`config.mk`:
```
export PLATFORM = sky130hd
export DESIGN_NAME = muldiv_seq
export DESIGN_NICKNAME = d
export VERILOG_FILES = /design/src/rtl/muldiv_seq.sv
export SDC_FILE = /design/constraint.sdc
export NUM_CORES = 1
export LEC_CHECK = 0
export ABC_CLOCK_PERIOD_IN_PS = 9700
export CAP_MARGIN = 10
export CORE_ASPECT_RATIO = 0.8
export CORE_MARGIN = 3
export CORE_UTILIZATION = 45
export DETAILED_ROUTE_END_ITERATION = 6
export GPL_TIMING_DRIVEN = 0
export PLACE_DENSITY_LB_ADDON = 0.08
export SYNTH_ARGS = -nofsm -noshare
export SYNTH_HDL_FRONTEND = slang
export SYNTH_SLANG_ARGS = --single-unit
```
`constraint.sdc`:
```
create_clock -name clock -period 9.7 [get_ports clock]
set_input_delay 1.455 -clock clock [delete_from_list [all_inputs] [get_ports clock]]
set_output_delay 1.455 -clock clock [all_outputs]
set_load 0.005 [all_outputs]
```
`src/rtl/muldiv_seq.sv`:
```
// Sequential signed multiply (radix-2 Booth) / divide (restoring on magnitudes) for the HI/LO pair.
// 33-cycle latency from start to done (1 cycle for divide by zero); start is ignored while busy.
module muldiv_seq #(
  parameter int WIDTH = 32
) (
  input  logic               clock,
  input  logic               clear,
  input  logic               start,
  input  logic               op,
  input  logic [WIDTH-1:0]   A,
  input  logic [WIDTH-1:0]   B,
  output logic               busy,
  output logic               done,
  output logic [2*WIDTH-1:0] C,
  output logic               div_by_zero
);

  localparam int CW = $clog2(WIDTH);

  typedef enum logic [1:0] {IDLE, RUN, FIN} state_t;

  state_t           state, state_nxt;
  logic             fin;
  logic             opr, sa, sb, q1, zdiv;
  logic [WIDTH:0]   p, m;
  logic [WIDTH-1:0] q, n, d, r, a_lat;
  logic [CW-1:0]    cnt;

  logic [WIDTH:0]   p_sum, r_sh, t;
  logic [WIDTH-1:0] a_mag, b_mag, quo, rem;

  always_ff @(posedge clock or posedge clear) begin
    if (clear) state <= IDLE;
    else       state <= state_nxt;
  end

  always_comb begin
    state_nxt = state;
    case (state)
      IDLE:    if (start) state_nxt = (op && B == '0) ? FIN : RUN;
      RUN:     if (cnt == '0) state_nxt = FIN;
      FIN:     state_nxt = IDLE;
      default: state_nxt = IDLE;
    endcase
  end

  always_comb begin
    busy = (state != IDLE);
    fin  = (state == FIN);
  end

  always_comb begin
    p_sum = p;
    case ({q[0], q1})
      2'b01:   p_sum = p + m;
      2'b10:   p_sum = p - m;
      default: p_sum = p;
    endcase
    // Remainder is always below the divisor, so WIDTH bits hold it; the shift is evaluated at WIDTH+1.
    r_sh  = {r, n[WIDTH-1]};
    t     = r_sh - {1'b0, d};
    a_mag = A[WIDTH-1] ? -A : A;
    b_mag = B[WIDTH-1] ? -B : B;
    quo   = (sa ^ sb) ? -n : n;
    rem   = sa ? -r : r;
  end

  always_ff @(posedge clock or posedge clear) begin
    if (clear) begin
      opr   <= 1'b0;
      sa    <= 1'b0;
      sb    <= 1'b0;
      q1    <= 1'b0;
      zdiv  <= 1'b0;
      p     <= '0;
      m     <= '0;
      q     <= '0;
      n     <= '0;
      d     <= '0;
      r     <= '0;
      a_lat <= '0;
      cnt   <= '0;
    end else begin
      case (state)
        IDLE: if (start) begin
          opr   <= op;
          a_lat <= A;
          zdiv  <= op && (B == '0);
          cnt   <= CW'(WIDTH - 1);
          p     <= '0;
          q     <= A;
          q1    <= 1'b0;
          m     <= {B[WIDTH-1], B};
          r     <= '0;
          n     <= a_mag;
          d     <= b_mag;
          sa    <= A[WIDTH-1];
          sb    <= B[WIDTH-1];
        end
        RUN: begin
          cnt <= cnt - CW'(1);
          if (opr) begin
            r <= t[WIDTH] ? r_sh[WIDTH-1:0] : t[WIDTH-1:0];
            n <= {n[WIDTH-2:0], ~t[WIDTH]};
          end else begin
            p  <= {p_sum[WIDTH], p_sum[WIDTH:1]};
            q  <= {p_sum[0], q[WIDTH-1:1]};
            q1 <= q[0];
          end
        end
        default: ;
      endcase
    end
  end

  always_ff @(posedge clock or posedge clear) begin
    if (clear) begin
      done        <= 1'b0;
      C           <= '0;
      div_by_zero <= 1'b0;
    end else begin
      done <= fin;
      if (fin) begin
        div_by_zero <= opr && zdiv;
        if (!opr)      C <= {p[WIDTH-1:0], q};
        else if (zdiv) C <= {a_lat, {WIDTH{1'b1}}};
        else           C <= {rem, quo};
      end
    end
  end

endmodule

```
==> results of run 1 <==
[per-stage QoR]
step	hold WS [ps]	instance area, um2	total power, mW	util	instances
after floorplan	446	19300	6.57	-	2350
after global placement	462	21300	8.23	0.506	3032
after CTS	480	22700	9.80	0.539	3099
after detailed placement	465	21400	8.34	0.510	3040
after global routing	499	22700	10.7	0.539	3099
final	477	22700	9.90	0.539	3099
[cells by family (layout without fill, tap and decap cells)]
logic type	Yosys count	after routing	share of synthesized area
multiplexers	67	67	0.0348
flip-flops	299	299	0.388
AO/OA/AOI/OAI	658	658	0.204
adder cells (fa/ha/maj)	74	74	0.0488
XOR/XNOR	212	212	0.0966
AND/OR/NAND/NOR	828	828	0.186
buffers and inverters	212	409	0.0425
[worst max-delay path, delay by kind of cell, from the launching register on]
kind / cells / cell delay [ps]
buffers and inverters: 2 / 740
AOI/OAI and AO/OA: 8 / 3010
muxes: 2 / 600
DFF: 1 / 430
and+or+nand+nor: 1 / 130
adders and majority gates: 2 / 470
[registers in the layout, indices dropped and copies added, names as in the netlist, 2 cells and up]
name   count
q         32
n         32
p         32
C         64
cnt        5
d         31
r         32
m         31
state      2
a_lat     31
[where the power goes]
group	switching [mW]	internal, mW	total (mW)
clock network	0.554	0.868	1.42
logic	3.73	2.43	6.16
registers	0.552	1.77	2.32
[final cells by class]
cell class / count / share of cell area
clock buffers: 51 / 0.0471
multi-input cells: 1839 / 0.485
repair buffers: 138 / 0.0645
plain buffers: 133 / 0.0231
flip-flops and latches: 299 / 0.330
inverters: 79 / 0.0132
well taps: 552 / 0.0305
clock inverters: 8 / 0.00684
[synth_stat cells, types with 42 or more instances]
| master | n |
|---|---|
| o21ai_0 | 271 |
| a21o_1 | 42 |
| mux2i_1 | 66 |
| a31oi_1 | 42 |
| nor2_1 | 136 |
| inv_1 | 79 |
| ha_1 | 72 |
| clkbuf_1 | 117 |
| nand2_1 | 524 |
| dfrtp_1 | 299 |
| xor2_1 | 116 |
| a21oi_1 | 120 |
| xnor2_1 | 95 |
[per-layer routing]
| layer | up-vias | GRT usage | part of all wire |
|---|---|---|---|
| li1 | 8507 | - | - |
| met1 | 8803 | 0.440 | 0.49 |
| met2 | 621 | 0.412 | 0.40 |
| met3 | 85 | 0.0764 | 0.087 |
| met4 | 2 | 0.0692 | 0.021 |
| met5 | - | 0 | 0.00020 |
[cells in the final DEF, fill, tap and decap left out, types with 7 or more instances in the layout]
cell type / synthesis / routed
mux2i_1: 66 / 66
a32oi_1: 10 / 10
o21ai_0: 271 / 271
ha_1: 72 / 72
inv_1: 79 / 78
and2_1: 10 / 10
and3_1: 10 / 10
dfrtp_1: 299 / 299
o41ai_1: 12 / 12
nand2_1: 524 / 524
or3_1: 15 / 15
a31oi_1: 42 / 42
o22ai_1: 36 / 36
nand4_1: 7 / 7
or4_1: 12 / 12
o21ai_1: 19 / 19
a211oi_1: 8 / 8
nor2_1: 136 / 136
clkdlybuf4s50_1: 0 / 130
nor4_1: 12 / 12
o31ai_1: 30 / 30
nor3_1: 26 / 26
clkbuf_1: 117 / 121
a21o_1: 42 / 42
nand2b_1: 18 / 18
clkbuf_8: 0 / 11
nand3_1: 23 / 23
xor2_1: 116 / 116
buf_12: 0 / 8
a21oi_1: 120 / 120
buf_1: 7 / 7
clkbuf_16: 0 / 36
nor2b_1: 8 / 8
o21bai_1: 7 / 7
o211ai_1: 11 / 11
xnor2_1: 95 / 95
[path summary, 6_finish.rpt]
path / slack [ps] / end / start / cells after the start
max: 4190 / p[30] / q[0] / 15
min: 480 / C[11] / C[11] / 2
min reg2reg: 480 / C[11] / C[11] / 2
max reg2reg: 4190 / p[30] / q[0] / 15
min in group asynchronous: 1320 / p[19] / clear / 2
max in group asynchronous: 7290 / C[30] / clear / 5
==> flow_metrics.tcl, run 1 <==
set metrics [dict create \
    rsz0062_at_grt "no" \
    fin_tns_setup_ps 0 \
    io_pins 135 \
    vias 18018 \
    synth_nets 2492 \
    area_delta_synth_final_pct 17.5 \
    setup_viol 0 \
    dieArea_um2 45400 \
    nets 2667 \
    cts_made_buffers 35 \
    rows 67 \
    powerDensity_nw_per_um2 437 \
    crit_type "reg -> reg" \
    synthTopCellsByArea "dfrtp_1, nand2_1, o21ai_0, xor2_1, ha_1" \
    cp_max_fo 10 \
    io_buffers 130 \
    period_needed_ps 5510 \
    synth-edff-count 0 \
    syn_area_per_cell_um2 8.21 \
    antenna_found_initial 1 \
    clock_latency_ps 530 \
    htree_levels 2 \
    grt_pass1_vias 17157 \
    diodes 0 \
    drt_iter0_drc 1827 \
    cp.required_ps 10100 \
    hold_buffers 0 \
    synth_cells 2350 \
    start_kind "register" \
    ys_ff_latch 299 \
    grt_pass1_wl_um 102000 \
    fmax_mhz 182 \
    dr.pass1.iters 6 \
    post-route-period-util 0.568 \
    synth_area_leader_cell "dfrtp_1" \
    finClkSkew_ps 11.2 \
    clkSlewWorstSetupHoldPaths_ps 60 \
    worst_path_max_delay_cell "o311ai_0" \
    wirelength_um 66300 \
    synth.cell_area_um2 19300 \
    hpwl_um 52300 \
    clock_path_buffers 3 \
    routed_via_density 5.81 \
    multi_input_area_um2 11000 \
    gp_congestion 0.942 \
    vdd.ir_drop.worst_v 0.000196 \
    grt_usage 0.291 \
    async_reset_ff_frac 1.00 \
    drive_above_1_share 0.0389 \
    yosysWarnings 0 \
    grt_remaining_overflow 0 \
    cp.arrival_ps 5910 \
    synth_flop_cell "dfrtp_1" \
    die_w_um 238 \
    cpPeakStageDelay_ps 920 \
    cts_resized 0 \
    cp_cell_sequence "ha_1, clkbuf_1, clkbuf_1, mux2i_1, ha_1, nor2b_1, o2111ai_1, a21boi_0, o311ai_0, o41ai_1, o41ai_1, o21ai_0, a21oi_1, mux2i_1, o211ai_1" \
    seq_area_frac_synth 0.388 \
    hold_class "reg -> reg" \
    drc 0 \
    postRouteAntennaNets 0 \
    cp-end-kind "register" \
    start_util 0.458 \
    leakage_nw 10.1 \
    slew-limit-headroom 0.288 \
    synth_top_area_share 0.388 \
    wl_per_cell_um 21.4 \
    slew_viol_final 0 \
    worst_slew_pin_slew_ps 1070 \
    n_fill_cell 3989 \
    die_h_um 191 \
    numClockSinks 299 \
    cts_setup_buffers 0 \
    seqCellArea_um2 7480 \
    cts-root-buf "clkbuf_16" \
    maxCapViolCount 0 \
    dp_slack_ps 4270 \
    tritoncts "built" \
    grt_max_degree 43 \
    hold_violations 0 \
    setup_ws_ps 4190 \
    synth.distinct_cells 79 \
    run_status "completed" \
    core-area_um2 42100 \
]
Power figures use the tool's default switching activity.
==> run 2: changes to the inputs <==
--- a/config.mk
+++ b/config.mk
@@ -5,7 +5,7 @@
 export SDC_FILE = /design/constraint.sdc
 export NUM_CORES = 1
 export LEC_CHECK = 0
-export ABC_CLOCK_PERIOD_IN_PS = 9700
+export ABC_CLOCK_PERIOD_IN_PS = 5700
 export CAP_MARGIN = 10
 export CORE_ASPECT_RATIO = 0.8
 export CORE_MARGIN = 3
==> constraint.sdc (replaced) <==
create_clock -name clock -period 5.7 [get_ports clock]
set_input_delay 0.855 -clock clock [delete_from_list [all_inputs] [get_ports clock]]
set_output_delay 0.855 -clock clock [all_outputs]
set_load 0.005 [all_outputs]
==> run 2 against run 1 <==
Effect of this change:
- combinational power up 70%
- sequential share of layout area stayed put
- count of clock-buffer cells in the layout is the same
- clock power rose by 70%
- hold slack about the same
- via count hardly changed
- clock skew about the same
- non-clock buffer count is the same
- cell count did not move
- register-to-register slack got worse by 3700 ps
- largest cell class unchanged
- highest routed layer unchanged
==> flow_metrics.tcl, run 2 (synthesis gave the netlist of run 1 again) <==
set metrics [dict create \
    run_status "completed" \
    met2_usage 0.412 \
    cts_made_buffers 35 \
    die_h_um 191 \
    p_clk_frac 0.144 \
    clkSlewWorstSetupHoldPaths_ps 60 \
    cp_max_fo 10 \
    finClkSkew_ps 11.6 \
    dr.pass1.iters 6 \
    routed_via_density 5.82 \
    diodes 0 \
    dieArea_um2 45400 \
    slew_viol_final 0 \
    grt_usage 0.291 \
    postRouteAntennaNets 0 \
    io_buffers 130 \
    period_needed_ps 5220 \
    vias 18034 \
    holdCritStartpoint "C[11]" \
    fin_tns_setup_ps 0 \
    p_sw_frac 0.489 \
    antenna_found_initial 1 \
    slew-limit-headroom 0.292 \
    drt_iter0_drc 1827 \
    cp-startpoint "q[0]" \
    post-route-period-util 0.916 \
    start_kind "register" \
    cpPeakStageDelay_ps 750 \
    hpwl_um 52300 \
    maxCapViolCount 0 \
    hold_violations 0 \
    gp_congestion 0.942 \
    rr_startpoint "q[0]" \
    leakage_nw 10.1 \
    grt_pass1_vias 17157 \
    vdd.ir_drop.worst_v 0.000333 \
    setup_viol 0 \
    rsz0062_at_grt "no" \
    clock_path_buffers 3 \
    largest_reg_flops 64 \
    drive_above_1_share 0.0389 \
    grt_remaining_overflow 0 \
    cp-end-kind "register" \
    nets 2667 \
    cts-root-buf "clkbuf_16" \
    p_int_mw 8.61 \
    io_pins 135 \
    cp_cell_sequence "ha_1, clkbuf_1, clkbuf_1, mux2i_1, ha_1, nor2b_1, o2111ai_1, a21boi_0, o311ai_1, o41ai_1, o41ai_1, o21ai_0, a21oi_1, mux2i_1, o211ai_1" \
    cp.arrival_ps 5620 \
    area_delta_synth_final_pct 17.5 \
    busiest_layer "met1" \
    met3_usage 0.0764 \
    rows 67 \
    crit_type "reg -> reg" \
    grt_pass1_wl_um 102000 \
    layout_commonest_cell "nand2_1" \
    p_switching_mw 8.24 \
    grt_max_degree 43 \
    die_w_um 238 \
    cts_setup_buffers 0 \
    worst_path_max_delay_cell "o41ai_1" \
    power_frac_seq 0.234 \
    clock_latency_ps 530 \
    hold_class "reg -> reg" \
    hold_buffers 0 \
    fmax_mhz 191 \
    cp.required_ps 6100 \
    top_register "C" \
    start_util 0.458 \
    powerDensity_nw_per_um2 743 \
    drc 0 \
    placed_cell_area_um2 21400 \
    layout_common_cells "nand2_1, dfrtp_1, o21ai_0" \
    numClockSinks 299 \
    core-area_um2 42100 \
    finalInstanceArea_um2 22700 \
    use_met1 0.440 \
    tritoncts "built" \
    wirelength_um 66300 \
    wl_per_cell_um 21.4 \
    htree_levels 2 \
    comb_power_share 0.622 \
    worst_slew_pin_slew_ps 1060 \
]
-- run 2: path summary, 6_finish.rpt --
| path | to | slack [ps] | cells after the start |
|---|---|---|---|
| worst max-delay path | p[30] | 480 | 15 |
| worst min-delay path | C[11] | 480 | 2 |
| worst max register to register | p[30] | 480 | 15 |
| worst min register to register | C[11] | 480 | 2 |
| max in group asynchronous | C[30] | 3890 | 5 |
| min in group asynchronous | p[19] | 720 | 2 |
-- run 2: timing repair --
item,4_1_cts,5_1_grt
setup endpoints to repair,0,2
gates resized for setup,0,1
endpoints found under the hold margin,0,0
-- run 2: per-stage QoR --
step	total power [mW]	setup WS, ps	instances	util	hold slack [ps]
after global routing	18.3	136	3099	0.539	499
after CTS	16.7	250	3099	0.539	480
after detailed placement	14.2	275	3040	0.510	465
final	16.9	478	3099	0.539	477
after floorplan	11.2	872	2350	-	446
after global placement	14.0	-1470	3032	0.506	462
-- run 2: power by group through the flow --
stage | clock network, mW | registers (mW) | logic (mW)
5_1_grt | 2.55 | 4.05 | 11.7
4_1_cts | 2.46 | 3.92 | 10.3
3_3_place_gp | 0 | 3.93 | 10.1
6_report | 2.42 | 3.94 | 10.5
3_5_place_dp | 0 | 3.95 | 10.2
2_1_floorplan | 0 | 3.63 | 7.55
-- run 2: area by class of cell --
class / count / area [um2]
Fill cell: 3989 / 19400
Multi-Input combinational cell: 1839 / 11000
Sequential cell: 299 / 7480
Timing Repair Buffer: 138 / 1460
Clock buffer: 51 / 1070
Tap cell: 552 / 691
Buffer: 133 / 523
Inverter: 79 / 300
Clock inverter: 8 / 155
-- run 2: critical path: cells and delay by family (launching register included) --
family / cells / cell delay [ps]
simple gates: 1 / 130
flops: 1 / 430
compound gates: 8 / 2720
fa+ha+maj: 2 / 470
buf+inv: 2 / 740
mux: 2 / 600
-- run 2: layer usage --
| metal | routed length, um | vias to the layer above |
|---|---|---|
| met3 | 5770 | 85 |
| met1 | 32400 | 8808 |
| met5 | 13 | - |
| met4 | 1410 | 2 |
| li1 | - | 8506 |
| met2 | 26800 | 633 |
